--- config.mk ---
export PLATFORM = sky130hd
export DESIGN_NAME = uart_tx
export DESIGN_NICKNAME = d
export VERILOG_FILES = /design/src/rtl/uart_pkg.sv /design/src/rtl/uart_baud_cnt.sv /design/src/rtl/uart_tx.sv
export SDC_FILE = /design/constraint.sdc
export NUM_CORES = 1
export LEC_CHECK = 0
export ABC_AREA = 1
export CORE_MARGIN = 10
export CORE_UTILIZATION = 40
export DETAILED_ROUTE_END_ITERATION = 10
export HOLD_SLACK_MARGIN = 0.1
export SYNTH_ARGS = -nofsm -noshare
export SYNTH_HDL_FRONTEND = slang
export SYNTH_HIERARCHICAL = 1
export SYNTH_SLANG_ARGS = --single-unit
--- constraint.sdc ---
create_clock -name i_clk -period 3.5 [get_ports i_clk]
set_clock_uncertainty 0.2 [all_clocks]
set_input_delay 0.525 -clock i_clk [delete_from_list [all_inputs] [get_ports i_clk]]
set_output_delay 0.525 -clock i_clk [all_outputs]
set_load 0.01 [all_outputs]
--- src/rtl/uart_pkg.sv ---
// Shared UART definitions: 3-bit state encoding (common to transmitter and receiver)
// and frame bit counts.
package uart_pkg;

  localparam logic [2:0] ST_IDLE    = 3'd0;
  localparam logic [2:0] ST_START   = 3'd1;
  localparam logic [2:0] ST_DATA    = 3'd2;
  localparam logic [2:0] ST_PARITY  = 3'd3;
  localparam logic [2:0] ST_STOP    = 3'd4;
  localparam logic [2:0] ST_CLEANUP = 3'd5;

  localparam int DATA_BITS      = 8;
  localparam int FRAME_BITS     = 10;
  localparam int FRAME_BITS_PAR = 11;

endpackage

--- src/rtl/uart_baud_cnt.sv ---
// Bit-cycle counter: counts 0..CLKS_PER_BIT-1 while enabled and strobes bit_end on the
// last cycle of each bit; zero latency, no backpressure, held at zero while disabled.
module uart_baud_cnt #(
  parameter int CLKS_PER_BIT = 868
) (
  input  logic clk,
  input  logic rst_n,
  input  logic en,
  output logic bit_end
);

  localparam int            CW   = $clog2(CLKS_PER_BIT);
  localparam logic [CW-1:0] LAST = CW'(CLKS_PER_BIT - 1);

  logic [CW-1:0] cnt;

  assign bit_end = en && (cnt == LAST);

  always_ff @(posedge clk or negedge rst_n) begin
    if (!rst_n) begin
      cnt <= '0;
    end else if (!en || bit_end) begin
      cnt <= '0;
    end else begin
      cnt <= cnt + CW'(1);
    end
  end

endmodule

--- src/rtl/uart_tx.sv ---
// UART transmitter, 8 data bits LSB first, optional parity bit when UART_TX_PARITY_EN is defined.
// Start bit 1 cycle after accept; one byte held behind the frame, o_Tx_Ready low while it is full.
module uart_tx
  import uart_pkg::*;
#(
  parameter int CLKS_PER_BIT = 868,
  parameter int PARITY_ODD   = 0
) (
  input  logic       i_clk,
  input  logic       i_rst_n,
  input  logic       i_Tx_DV,
  input  logic [7:0] i_Tx_Byte,
  output logic       o_Tx_Ready,
  output logic       o_Tx_Active,
  output logic       o_Tx_Serial,
  output logic       o_Tx_Done
);

  typedef enum logic [2:0] {
    IDLE    = ST_IDLE,
    START   = ST_START,
    DATA    = ST_DATA,
`ifdef UART_TX_PARITY_EN
    PARITY  = ST_PARITY,
`endif
    STOP    = ST_STOP,
    CLEANUP = ST_CLEANUP
  } state_e;

  state_e     state;
  logic [7:0] shreg;
  logic [2:0] bit_idx;
  logic       hold_full;
  logic [7:0] hold_byte;
  logic [7:0] load_byte;
  logic       accept;
  logic       cnt_en;
  logic       bit_end;

`ifdef UART_TX_PARITY_EN
  localparam logic PAR_SENSE = (PARITY_ODD != 0);
  logic par_bit;
`endif

  assign o_Tx_Ready = !hold_full;
  assign accept     = i_Tx_DV && !hold_full;
  // A full holding register always wins over a fresh byte; Ready is low then anyway.
  assign load_byte  = hold_full ? hold_byte : i_Tx_Byte;

`ifdef UART_TX_PARITY_EN
  assign cnt_en = (state == START) || (state == DATA) || (state == PARITY) || (state == STOP);
`else
  assign cnt_en = (state == START) || (state == DATA) || (state == STOP);
`endif

  uart_baud_cnt #(
    .CLKS_PER_BIT(CLKS_PER_BIT)
  ) u_baud (
    .clk    (i_clk),
    .rst_n  (i_rst_n),
    .en     (cnt_en),
    .bit_end(bit_end)
  );

  always_ff @(posedge i_clk or negedge i_rst_n) begin
    if (!i_rst_n) begin
      state       <= IDLE;
      shreg       <= '0;
      bit_idx     <= '0;
      hold_full   <= 1'b0;
      hold_byte   <= '0;
      o_Tx_Serial <= 1'b1;
      o_Tx_Active <= 1'b0;
      o_Tx_Done   <= 1'b0;
`ifdef UART_TX_PARITY_EN
      par_bit     <= 1'b0;
`endif
    end else begin
      o_Tx_Done <= 1'b0;
      if (accept && (state != IDLE)) begin
        hold_full <= 1'b1;
        hold_byte <= i_Tx_Byte;
      end
      case (state)
        IDLE: begin
          if (hold_full || i_Tx_DV) begin
            shreg       <= load_byte;
            hold_full   <= 1'b0;
            state       <= START;
            o_Tx_Serial <= 1'b0;
            o_Tx_Active <= 1'b1;
`ifdef UART_TX_PARITY_EN
            par_bit     <= (^load_byte) ^ PAR_SENSE;
`endif
          end
        end
        START: begin
          if (bit_end) begin
            state       <= DATA;
            o_Tx_Serial <= shreg[0];
          end
        end
        DATA: begin
          if (bit_end) begin
            if (bit_idx == 3'd7) begin
              bit_idx     <= '0;
`ifdef UART_TX_PARITY_EN
              state       <= PARITY;
              o_Tx_Serial <= par_bit;
`else
              state       <= STOP;
              o_Tx_Serial <= 1'b1;
`endif
            end else begin
              bit_idx     <= bit_idx + 3'd1;
              shreg       <= {1'b0, shreg[7:1]};
              o_Tx_Serial <= shreg[1];
            end
          end
        end
`ifdef UART_TX_PARITY_EN
        PARITY: begin
          if (bit_end) begin
            state       <= STOP;
            o_Tx_Serial <= 1'b1;
          end
        end
`endif
        STOP: begin
          if (bit_end) begin
            o_Tx_Done <= 1'b1;
            // Back-to-back: the held byte's start bit follows the stop bit directly.
            if (hold_full) begin
              shreg       <= hold_byte;
              hold_full   <= 1'b0;
              state       <= START;
              o_Tx_Serial <= 1'b0;
`ifdef UART_TX_PARITY_EN
              par_bit     <= (^hold_byte) ^ PAR_SENSE;
`endif
            end else begin
              state       <= CLEANUP;
              o_Tx_Active <= 1'b0;
            end
          end
        end
        CLEANUP: begin
          state <= IDLE;
        end
        default: begin
          state       <= IDLE;
          o_Tx_Serial <= 1'b1;
          o_Tx_Active <= 1'b0;
        end
      endcase
    end
  end

endmodule
==> reports/results.ini, run 1 <==
[detailed_routing]
routed_wl_um=4290
detail_route.iter0.violations=137
firstDrtPassIters=4
ant_nets=0
drc_errors=0
vias_per_cell=4.81
dr_total_vias=1736
wire_per_inst_um=11.9

[power]
pwr-share-clk_pct=27.2
p_switching_uw=343
internal-power_uw=769
p_comb_share_pct=21.2
power_leakage_nw=1.20
power_frac_seq_pct=51.7
power_density_mw_per_mm2=480
vdd_drop_max_mv=0.225
swShare_pct=30.9

[final_layout]
layout_commonest_cell=nand2_1
fin_util_pct=48.1
drive_above_1_share_pct=8.84
final_cell_mix=nand2_1 (101), nand3_1 (37), dfrtp_1 (35)
postLayoutCellArea_mm2=0.00232
fin_nets=307
synthToLayoutAreaGrowth_pct=13.7
antenna_cells=0

[worst_setup_path]
r2r_cells=12
worst_ep_arrival_time_ns=2.53
r2r-start=state[2]$_DFFE_PN0P_
r2r-end=shreg[3]$_DFFE_PN0P_
startpoint=state[2]$_DFFE_PN0P_
r2r_slack_ns=0.95
crit_type=reg2reg
start_kind=flip-flop
cp.required_ns=3.48
cp-end-kind=flip-flop
crit_fanout=13

[timing]
slew_violations=0
finalSetupViolCount=0
worstMarginPinSlew_ns=0.784
timing.setup.tns_ns=0
period_needed_ns=2.55
fmax_mhz=393
min_period_over_period_pct=72.7
hold_viol_final=0
relSlewSlack_pct=47.7
rsz0062_at_grt=false

[synth]
yosysUniqueCellTypes=29
synth_cells=277
async_reset_ff_share_pct=100
synth_edf_count=0
synth_top_flop_cell=dfrtp_1
synth_warnings=6
synth_seq_cells=36
syn-num-nets=291
synthesis.area_mm2=0.00204
syn_area_per_cell_um2=7.36
yosysSeqAreaShare_pct=44.3

[floorplan]
rows=25
core_area_mm2=0.00482
dieArea_mm2=0.00835
die_x_um=91.4
die_y_um=91.4
initial_core_util_pct=42.3
pin_count=15

[cts]
htree_levels=2
post_cts_resized=0
cts_tree=done
cts_buffers=5
cts_hold_buf=0
post_cts_buffers=0
clk_latency_ns=0.29
path_clk_slew_ns=0.07
cts_buffer_depth=2
cts.sinks=36
cts_root_buffer=clkbuf_8

[global_route]
gr-usage-all-layers_pct=10.9
grt_pass1_wl_um=7690
grt_max_degree=37
grt_remaining_overflow=0
grt_pass1_vias=1741
antenna_found_initial=0

[run]
drv_cap=0

[placement]
place_area_mm2=0.00223
gp_congestion=0.849
io_buffers=14
hpwl_um=3160

[min_path]
hold_path_class=in2async

[status]
outcome=finished, final reports clean

[flip-flops by register name (all words and copies together), names as in the netlist]
| name | count |
|---|---|
| bit_idx | 3 |
| hold_byte | 8 |
| o_Tx_Serial | 1 |
| state | 3 |
| o_Tx_Active | 1 |
| shreg | 8 |
| u_baud/cnt | 10 |
| hold_full | 1 |
| o_Tx_Done | 1 |
[cell usage after synthesis, types with 2 or more instances]
cell / count / area share, %
inv_2: 3 / 0.55
nor2_2: 4 / 1.2
nand3_2: 4 / 2.0
buf_2: 3 / 0.74
nand3_1: 37 / 9.1
nand2_4: 2 / 1.1
inv_1: 29 / 5.3
a21o_1: 2 / 0.74
xor2_1: 3 / 1.3
nor2_1: 20 / 3.7
nor2_4: 2 / 1.1
dfrtp_1: 35 / 43
ha_1: 3 / 1.8
o21ai_0: 12 / 2.9
nand2_1: 101 / 19
nand4_1: 3 / 0.92
nand2_2: 2 / 0.61
[metrics by stage]
step	hold slack [ns]	power [mW]	instances	setup WS, ns
global placement	0.253	0.817	353	1.06
global route	0.196	1.20	361	0.670
detailed placement	0.257	0.820	353	0.988
finish	0.118	1.11	361	0.954
CTS	0.160	1.13	361	0.966
floorplan	0.0294	0.739	277	1.35
[cell type report]
type / instances / area, um^2
Sequential cell: 36 / 902
Tap cell: 67 / 83.8
Multi-Input combinational cell: 203 / 982
Fill cell: 499 / 2500
Inverter: 33 / 124
Timing Repair Buffer: 14 / 135
Clock buffer: 8 / 90.1
[power by group through the flow]
stage	Sequential [mW]	Combinational (mW)	Clock (mW)
floorplan	0.563	0.175	0
global placement	0.581	0.237	0
detailed placement	0.581	0.239	0
CTS	0.575	0.240	0.314
global route	0.588	0.281	0.332
finish	0.575	0.236	0.302
[critical path: stages (launching register included)]
cell and delay, ns:
dfrtp_1 0.46, inv_2 0.16, nand3_2 0.27, nand3_1 0.25, inv_1 0.06, nor2_1 0.14, inv_1 0.14, nand3_2 0.12
nand2_2 0.10, nor2_4 0.28, nand2_4 0.12, nand2_1 0.09, nand2_1 0.04
[how the worst max path moves through the flow]
stage	slack (ns)	end	depth (start not counted)
after CTS	0.97	shreg[5]$_DFFE_PN0P_	12
final	0.95	shreg[3]$_DFFE_PN0P_	12
after global placement	1.06	shreg[4]$_DFFE_PN0P_	12
after detailed placement	0.99	shreg[6]$_DFFE_PN0P_	12
after floorplan	1.35	o_Tx_Serial$_DFFE_PN1P_	14
after global routing	0.67	shreg[2]$_DFFE_PN0P_	12
[per-layer routing]
metal / vias up / share of wire (%) / GRT usage (%)
li1: 903 / - / -
met1: 789 / 50 / 13.4
met2: 38 / 42 / 17.2
met3: 6 / 6.0 / 3.87
met4: 0 / 1.5 / 4.05
met5: - / 0 / 0
[logic make-up after synthesis]
logic type / count (synthesis) / share of synthesized area (%)
buf+inv: 38 / 7.55
compound gates: 20 / 6.02
fa+ha+maj: 3 / 1.84
simple gates: 176 / 38.6
flops: 36 / 44.3
xor+xnor: 4 / 1.72
No activity file was read; power rests on OpenSTA's default activity.
==> inputs of run 2 (changes only) <==
==> constraint.sdc (replaced) <==
create_clock -name i_clk -period 2.3 [get_ports i_clk]
set_clock_uncertainty 0.2 [all_clocks]
set_input_delay 0.345 -clock i_clk [delete_from_list [all_inputs] [get_ports i_clk]]
set_output_delay 0.345 -clock i_clk [all_outputs]
set_load 0.01 [all_outputs]
==> reports/results.ini, run 2 (synthesis results as in run 1) <==
[power]
power_density_mw_per_mm2=807
power_frac_seq_pct=42.2
p_comb_share_pct=19.2
vdd_drop_max_mv=0.415
swShare_pct=27.2
pwr-share-clk_pct=38.6
power_leakage_nw=1.31
internal-power_mw=1.49
p_switching_uw=556

[floorplan]
initial_core_util_pct=42.3
die_x_um=91.4
pin_count=15
core_area_mm2=0.00482
rows=25
die_y_um=91.4
dieArea_mm2=0.00835

[final_layout]
fin_nets=324
synthToLayoutAreaGrowth_pct=24.1
reg_top3=u_baud/cnt: 10 flops, hold_byte: 8 flops, shreg: 8 flops
antenna_cells=0
largest_reg_flops=10
regMostFlops=u_baud/cnt
drive_above_1_share_pct=16.1
final_cell_mix=nand2_1 (100), nand3_1 (37), dfrtp_1 (33)
postLayoutCellArea_mm2=0.00253
layout_commonest_cell=nand2_1
fin_util_pct=52.5

[cts]
cts_buffer_depth=2
path_clk_slew_ns=0.09
htree_levels=2
cts_tree=done
cts_buffers=5
clk_latency_ns=0.30
cts_root_buffer=clkbuf_8
cts.sinks=36

[placement]
gp_congestion=0.840
place_worst_setup_slack_ns=0.0818
place_area_mm2=0.00232
io_buffers=14
hpwl_um=3310

[global_route]
grt_max_degree=17
grt_pass1_vias=1878
gr-usage-all-layers_pct=12.0
grt_remaining_overflow=0
antenna_found_initial=0
grt_pass1_wl_um=8420

[timing]
hold_slack_ns=0.263
fin_ws_ns=0.199
finalSetupViolCount=0
fmax_mhz=476
min_period_over_period_pct=91.3
relSlewSlack_pct=76.4
hold_viol_final=0
slew_violations=0
timing.setup.tns_ns=0
worstMarginPinSlew_ns=0.354
period_needed_ns=2.10

[status]
outcome=finished, final reports clean

[detailed_routing]
wire_per_inst_um=12.3
routed_wl_um=4670
detail_route.iter0.violations=100
dr_total_vias=1789
ant_nets=0
vias_per_cell=4.73
firstDrtPassIters=4
drc_errors=0

[min_path]
whs_path_depth=2
hp-start=o_Tx_Serial$_DFFE_PN1P_
hold_path_class=reg2reg
holdPathEnd=o_Tx_Serial$_DFFE_PN1P_

[worst_setup_path]
cp-end-kind=flip-flop
cpPeakStageDelay_ns=0.42
cp.required_ns=2.34
crit_fanout=5
r2r_slack_ns=0.20
crit_type=reg2reg
r2r-start=state[0]$_DFFE_PN0P_
worst_ep_arrival_time_ns=2.14
crit_path_cell_trace=inv_1 -> nor2_2 -> nand2_2 -> nand3_1 -> inv_1 -> nor2_1 -> inv_1 -> nand3_2 -> nand2_2 -> nor2_4 -> buf_4 -> nand3_1 -> nand2_1
cpMostUsedCell=inv_1
r2r_cells=13
r2r-end=shreg[2]$_DFFE_PN0P_
start_kind=flip-flop
slowest_stage=dfrtp_2

[run]
drv_cap=0

[run 2: how the worst max path moves through the flow]
stage | from | to
after floorplan | state[0]$_DFFE_PN0P_ | o_Tx_Serial$_DFFE_PN1P_
after global placement | state[0]$_DFFE_PN0P_ | state[1]$_DFFE_PN0P_
after detailed placement | state[0]$_DFFE_PN0P_ | shreg[4]$_DFFE_PN0P_
after CTS | state[0]$_DFFE_PN0P_ | shreg[4]$_DFFE_PN0P_
after global routing | state[0]$_DFFE_PN0P_ | shreg[4]$_DFFE_PN0P_
final | state[0]$_DFFE_PN0P_ | shreg[2]$_DFFE_PN0P_
[run 2: repair_timing]
action,in CTS,in global routing
endpoints found under the hold margin,12,0
setup buffers,0,4
resized for setup,0,6
setup endpoints to repair,0,15
hold buffers,1,0
[run 2: through the flow]
| step | total power, mW | instances |
|---|---|---|
| after global placement | 1.25 | 365 |
| after global routing | 2.17 | 378 |
| after CTS | 2.05 | 374 |
| final | 2.04 | 378 |
| after floorplan | 1.12 | 277 |
| after detailed placement | 1.26 | 365 |
[run 2: power groups by stage]
stage	sequential, mW	combinational, mW	clock (mW)
after floorplan	0.857	0.267	0
after global placement	0.867	0.387	0
after detailed placement	0.871	0.389	0
after CTS	0.861	0.393	0.801
after global routing	0.878	0.465	0.831
final	0.862	0.391	0.789
[run 2: final cells by class]
type | instances | area (um^2)
timing repair buffer | 31 | 265
multi-input combinational | 203 | 992
sequential | 36 | 905
tap | 67 | 83.8
clock inverter | 3 | 90.1
inverter | 33 | 124
fill | 498 | 2290
clock buffer | 5 | 68.8
[run 2: worst max-delay path: cells and delay by family (launching register included)]
family                 cells  cell delay, ns
buffers and inverters      4            0.40
AND/OR/NAND/NOR            9            1.02
flip-flops                 1            0.42
[run 2: layer usage]
| metal | track usage, % | share of wire [%] |
|---|---|---|
| met1 | 15.2 | 49 |
| met2 | 18.6 | 44 |
| met4 | 5.87 | 2.5 |
| met3 | 2.72 | 4.5 |
| met5 | 0 | 0 |
